<file path="config.mk">
export PLATFORM = sky130hd
export DESIGN_NAME = bitrev_reorder_flat
export DESIGN_NICKNAME = d
export VERILOG_FILES = /design/src/rtl/bitrev_reorder_if.sv /design/src/rtl/bitrev_reorder.sv /design/src/flat_wrapper.sv
export SDC_FILE = /design/constraint.sdc
export NUM_CORES = 1
export LEC_CHECK = 0
export ABC_AREA = 1
export CORE_ASPECT_RATIO = 0.75
export CORE_MARGIN = 1.5
export CORE_UTILIZATION = 55
export DETAILED_ROUTE_END_ITERATION = 6
export PLACE_DENSITY = 0.75
export REMOVE_ABC_BUFFERS = 1
export SLEW_MARGIN = 15
export SYNTH_ARGS = -nofsm -noshare
export SYNTH_HDL_FRONTEND = slang
export SYNTH_SLANG_ARGS = --single-unit
</file>
<file path="constraint.sdc">
create_clock -name clk -period 3.45 [get_ports clk]
set_input_delay 0.69 -clock clk [delete_from_list [all_inputs] [get_ports clk]]
set_output_delay 0.69 -clock clk [all_outputs]
set_load 0.05 [all_outputs]
</file>
<file path="src/rtl/bitrev_reorder_if.sv">
// Stream bundle for the bit-reversal reorder buffer: sample input with ready,
// sample output with valid/ready and frame-last, plus the sticky overflow flag.
interface bitrev_reorder_if #(
  parameter int WIDTH = 18
);
  logic signed [WIDTH-1:0] di_re;
  logic signed [WIDTH-1:0] di_im;
  logic                    di_en;
  logic                    di_bypass;
  logic                    di_rdy;
  logic signed [WIDTH-1:0] do_re;
  logic signed [WIDTH-1:0] do_im;
  logic                    do_en;
  logic                    do_last;
  logic                    do_rdy;
  logic                    ovf;

  modport slave (
    input  di_re, di_im, di_en, di_bypass, do_rdy,
    output di_rdy, do_re, do_im, do_en, do_last, ovf
  );

  modport master (
    output di_re, di_im, di_en, di_bypass, do_rdy,
    input  di_rdy, do_re, do_im, do_en, do_last, ovf
  );
endinterface

</file>
<file path="src/rtl/bitrev_reorder.sv">
// Ping-pong bit-reversal reorder buffer: frames arrive in bit-reversed order and
// leave in natural order, one sample per cycle each side, with per-frame bypass.
module bitrev_reorder #(
  parameter int WIDTH = 18,
  parameter int LOG2N = 3
) (
  input  logic             clk,
  input  logic             rst,
  bitrev_reorder_if.slave  io
);
  localparam int N = 1 << LOG2N;
  localparam logic [LOG2N-1:0] LAST = LOG2N'(N - 1);
  localparam logic [LOG2N-1:0] ONE  = LOG2N'(1);

  typedef struct packed {
    logic signed [WIDTH-1:0] re;
    logic signed [WIDTH-1:0] im;
  } sample_t;

  function automatic logic [LOG2N-1:0] bitrev(input logic [LOG2N-1:0] x);
    logic [LOG2N-1:0] r;
    for (int i = 0; i < LOG2N; i++) r[i] = x[LOG2N-1-i];
    return r;
  endfunction

  // Both banks share one array; the bank bit is the address MSB.
  sample_t mem [2*N];

  logic             wr_bank_q, wr_bank_d;
  logic             rd_bank_q, rd_bank_d;
  logic [LOG2N-1:0] wr_cnt_q, wr_cnt_d;
  logic [LOG2N-1:0] rd_cnt_q, rd_cnt_d;
  logic [1:0]       full_q, full_d;
  logic             byp_q, byp_d;
  logic             do_en_q, do_en_d;
  logic             do_last_q, do_last_d;
  sample_t          do_q, do_d;
  logic             ovf_q, ovf_d;

  logic             wr_rdy;
  logic             wr_acc;
  logic             wr_byp;
  logic [LOG2N-1:0] wr_addr;
  logic             adv;

  assign wr_rdy  = !full_q[wr_bank_q];
  assign wr_acc  = io.di_en && wr_rdy;
  // The first sample of a frame already honours the bypass it presents.
  assign wr_byp  = (wr_cnt_q == '0) ? io.di_bypass : byp_q;
  assign wr_addr = wr_byp ? wr_cnt_q : bitrev(wr_cnt_q);
  assign adv     = !do_en_q || io.do_rdy;

  always_comb begin
    wr_bank_d = wr_bank_q;
    rd_bank_d = rd_bank_q;
    wr_cnt_d  = wr_cnt_q;
    rd_cnt_d  = rd_cnt_q;
    full_d    = full_q;
    byp_d     = byp_q;
    do_en_d   = do_en_q;
    do_last_d = do_last_q;
    do_d      = do_q;
    ovf_d     = ovf_q;

    if (io.di_en && !wr_rdy) ovf_d = 1'b1;

    if (wr_acc) begin
      if (wr_cnt_q == '0) byp_d = io.di_bypass;
      wr_cnt_d = wr_cnt_q + ONE;
      if (wr_cnt_q == LAST) begin
        full_d[wr_bank_q] = 1'b1;
        wr_bank_d         = !wr_bank_q;
      end
    end

    // The writer never targets a full bank, so this clear never collides
    // with the set above on the same bank.
    if (adv) begin
      if (full_q[rd_bank_q]) begin
        do_d      = mem[{rd_bank_q, rd_cnt_q}];
        do_en_d   = 1'b1;
        do_last_d = (rd_cnt_q == LAST);
        rd_cnt_d  = rd_cnt_q + ONE;
        if (rd_cnt_q == LAST) begin
          full_d[rd_bank_q] = 1'b0;
          rd_bank_d         = !rd_bank_q;
        end
      end else begin
        do_d      = '0;
        do_en_d   = 1'b0;
        do_last_d = 1'b0;
      end
    end
  end

  always_ff @(posedge clk) begin
    if (wr_acc) mem[{wr_bank_q, wr_addr}] <= '{re: io.di_re, im: io.di_im};
  end

  always_ff @(posedge clk) begin
    if (rst) begin
      wr_bank_q <= 1'b0;
      rd_bank_q <= 1'b0;
      wr_cnt_q  <= '0;
      rd_cnt_q  <= '0;
      full_q    <= '0;
      byp_q     <= 1'b0;
      do_en_q   <= 1'b0;
      do_last_q <= 1'b0;
      do_q      <= '0;
      ovf_q     <= 1'b0;
    end else begin
      wr_bank_q <= wr_bank_d;
      rd_bank_q <= rd_bank_d;
      wr_cnt_q  <= wr_cnt_d;
      rd_cnt_q  <= rd_cnt_d;
      full_q    <= full_d;
      byp_q     <= byp_d;
      do_en_q   <= do_en_d;
      do_last_q <= do_last_d;
      do_q      <= do_d;
      ovf_q     <= ovf_d;
    end
  end

  assign io.di_rdy  = wr_rdy;
  assign io.do_re   = do_q.re;
  assign io.do_im   = do_q.im;
  assign io.do_en   = do_en_q;
  assign io.do_last = do_last_q;
  assign io.ovf     = ovf_q;
endmodule

</file>
<file path="src/flat_wrapper.sv">
// flat-port wrapper written by rule: the top's interface ports become plain ports
module bitrev_reorder_flat 
#(
  parameter int WIDTH = 18,
  parameter int LOG2N = 3
)
  (clk, rst, io_di_re, io_di_im, io_di_en, io_di_bypass, io_do_rdy, io_di_rdy, io_do_re, io_do_im, io_do_en, io_do_last, io_ovf);
  bitrev_reorder_if #(.WIDTH(WIDTH)) io_i ();
  input  logic clk;
  input  logic rst;
  input wire logic [$bits(io_i.di_re)-1:0] io_di_re;
  input wire logic [$bits(io_i.di_im)-1:0] io_di_im;
  input wire logic [$bits(io_i.di_en)-1:0] io_di_en;
  input wire logic [$bits(io_i.di_bypass)-1:0] io_di_bypass;
  input wire logic [$bits(io_i.do_rdy)-1:0] io_do_rdy;
  output wire logic [$bits(io_i.di_rdy)-1:0] io_di_rdy;
  output wire logic [$bits(io_i.do_re)-1:0] io_do_re;
  output wire logic [$bits(io_i.do_im)-1:0] io_do_im;
  output wire logic [$bits(io_i.do_en)-1:0] io_do_en;
  output wire logic [$bits(io_i.do_last)-1:0] io_do_last;
  output wire logic [$bits(io_i.ovf)-1:0] io_ovf;
  assign io_i.di_re = io_di_re;
  assign io_i.di_im = io_di_im;
  assign io_i.di_en = io_di_en;
  assign io_i.di_bypass = io_di_bypass;
  assign io_i.do_rdy = io_do_rdy;
  assign io_di_rdy = io_i.di_rdy;
  assign io_do_re = io_i.do_re;
  assign io_do_im = io_i.do_im;
  assign io_do_en = io_i.do_en;
  assign io_do_last = io_i.do_last;
  assign io_ovf = io_i.ovf;
  bitrev_reorder #(.WIDTH(WIDTH), .LOG2N(LOG2N)) u_core (.clk(clk), .rst(rst), .io(io_i));
endmodule
</file>
==> flow_summary.toml <==
[drt]
drc_errors = 0
drt-total-wl_um = 62480
viasPerCell = 5.401
post_drt_wl_per_cell_um = 18.75
drtIter0Drc = 1854
vias = 18000
drt_pass1_iterations = 5
antenna_left = 0

[timing]
timing.hold.ws_ns = 0.4650
setup-tns-final_ns = 0
worst_slew_pin_slew_ns = 0.9184
hold_viol = 0
fmax_mhz = 354.5
layout_min_cycle_time_ns = 2.821
setup_ws_ns = 0.6291
setup_viol = 0
slew_headroom_pct = 38.77
drv_slew = 0
period_share_pct = 81.76
clock_skew_ns = 0.02488
rsz0062_at_grt = "false"

[critical_path]
max_stage_delay_ns = 0.81
cpLargestDelayFamily = "buffers and inverters"
crit_path_end_kind = "primary output"
cp_slowest_cell = "clkdlybuf4s50_1"
cp_max_fo = 7
start_kind = "register"
worstPathRequired_ns = 2.76
cp.arrival_ns = 2.13
ff2ff_setup_slack_ns = 0.81
path_buf_inv = 2
crit_chain = "o21ai_0 -> inv_1 -> clkdlybuf4s50_1"
crit_type = "register to primary output"

[clock_tree]
htreeDepth = 2
cts-root-buf = "clkbuf_16"
cts_buffers = 57
cts_setup_buffers = 0
clk_pin_slew_ns = 0.06
tritoncts = "yes"
numClockSinks = 626
cts_hold_buf = 0
cts_resized = 0
clk_latency_ns = 0.61
clk_path_buf_depth = 3

[final_layout]
fin_nets = 2692
design_area_mm2 = 0.03004
syn_to_final_growth_pct = 13.72
diodes = 0
drive_gt1_share_pct = 6.199

[global_routing]
grt_usage_pct = 25.59
antenna_found_initial = 0
grt_pass1_vias = 17570
grt_max_degree = 164
grt_pass1_wl_um = 97320
grt_overflow = 0

[pwr]
peakVddDrop_mv = 0.4522
power.switching_w = 0.003255
netSwitchingFraction_pct = 21.19
p_clk_share_pct = 40.5
cellLeakagePower_nw = 12.37
pwr-share-comb_pct = 4.3
p_int_w = 0.01210
pwr-share-seq_pct = 55.3
power_density_mw_per_mm2 = 511.4

[worst_hold_path]
hold_path_class = "register to register"

[die]
die_area_mm2 = 0.04936
die_x_um = 256.1
chipHeight_um = 192.8
ios = 81
num_rows = 69
core_mm2 = 0.04740
initial_core_util_pct = 55.73

[yosys]
syn_area_mm2 = 0.02641
yosysSeqAreaShare_pct = 69.27
ys_warn_count = 0
synth.distinct_cells = 17
ys_seq_elements = 626
synth-edff-count = 576
synthFlopType = "edfxtp_1"
async_reset_ff_share_pct = 0
syn-mean-instance-area_um2 = 10.26
synth_cells = 2575

[place]
place.gp.congestion = 0.8742
pre_cts_slack_ns = 0.3300
place_area_mm2 = 0.02822
place_hpwl_um = 36640
place.port_buffers = 80

[status]
outcome = "finished, final reports clean"

[flow_run]
cap_viol_max_count = 0
-- worst min-delay path, delay by kind of cell (launching register included) --
family | cells | cell delay (ns)
DFF | 1 | 0.31
AOI/OAI and AO/OA | 1 | 0.06
and+or+nand+nor | 1 | 0.06
-- power by group through the flow --
stage          Clock [W]  Sequential [W]  Combinational [W]
6_report         0.00621         0.00849           0.000656
5_1_grt          0.00658         0.00850           0.000721
4_1_cts          0.00629         0.00849           0.000656
3_5_place_dp           0         0.00865           0.000650
2_1_floorplan          0         0.00866           0.000283
3_3_place_gp           0         0.00865           0.000631
-- cell type report --
type / instances / area [µm²]
Clock buffer: 75 / 1514
Clock inverter: 32 / 299.0
Fill cell: 3530 / 17360
Inverter: 451 / 1703
Multi-Input combinational cell: 1369 / 5946
Sequential cell: 626 / 18310
Tap cell: 639 / 799.5
Timing Repair Buffer: 141 / 1466
-- metrics by stage --
step | total power, W | utilization [%] | std cells
after CTS | 0.01543 | 63.37 | 3333
after detailed placement | 0.009303 | 59.55 | 3226
after global routing | 0.01580 | 63.37 | 3333
final | 0.01536 | 63.37 | 3333
after floorplan | 0.008945 | - | 2446
after global placement | 0.009277 | 59.55 | 3226
-- kinds of logic after synthesis --
group	synth area share, %
AOI/OAI and AO/OA	1.217
buffers and inverters	8.730
and+or+nand+nor	20.54
DFF	69.27
adders and majority gates	0.2368
-- synthesized netlist by cell type, drive strengths merged (5+ instances only) --
| cell type | instances | area share [%] |
|---|---|---|
| o21ai | 15 | 0.28 |
| edfxtp | 576 | 65 |
| a21oi | 48 | 0.91 |
| dfxtp | 50 | 3.8 |
| ha | 5 | 0.24 |
| nand3 | 437 | 8.3 |
| nor2 | 20 | 0.28 |
| nand2 | 843 | 12 |
| buf | 96 | 1.8 |
| inv | 450 | 6.4 |
| clkbuf | 33 | 0.47 |
-- cells in the final DEF (no fill, tap or decap) --
cell and count:
dfxtp_4 3, o21ai_0 15, inv_16 1, inv_1 447
a21oi_1 48, nand2_1 843, clkinvlp_4 1, bufinv_16 5
nor2_1 2, inv_6 3, inv_4 1, clkinv_1 12
inv_8 1, ha_1 5, clkinv_2 10, clkbuf_8 2
clkdlybuf4s50_1 79, edfxtp_1 576, dfxtp_2 1, nand3_1 437
clkbuf_16 57, nor2_4 18, a31oi_1 1, buf_4 44
inv_2 2, dfxtp_1 46, buf_12 17, clkbuf_1 16
buf_2 1
-- registers in the layout (all words and copies together) (netlist names) --
| name | count |
|---|---|
| u_core.full_q | 2 |
| u_core.rd_cnt_q | 3 |
| u_core.wr_cnt_q | 3 |
| u_core.rd_bank_q | 1 |
| u_core.io.ovf | 1 |
| u_core.io.do_en | 1 |
| u_core.io.do_im | 18 |
| u_core.io.do_last | 1 |
| u_core.io.do_re | 18 |
| u_core.mem | 576 |
| u_core.byp_q | 1 |
| u_core.wr_bank_q | 1 |
-- per-layer routing --
layer / up-vias / part of all wire [%] / global-route usage [%]
li1: 8472 / - / -
met1: 8568 / 40 / 33.78
met2: 796 / 48 / 43.25
met3: 167 / 8.0 / 3.756
met4: 0 / 3.7 / 10.06
met5: - / 0 / 0
-- final timing paths --
kind | startpoint | end | depth (start not counted)
max | u_core.wr_bank_q | io_di_rdy | 3
min | u_core.io.do_im[15] | u_core.io.do_im[15] | 2
max reg2reg | u_core.wr_cnt_q[1] | u_core.mem[9][24] | 11
min reg2reg | u_core.io.do_im[15] | u_core.io.do_im[15] | 2
(Power assumes the default switching activity.)
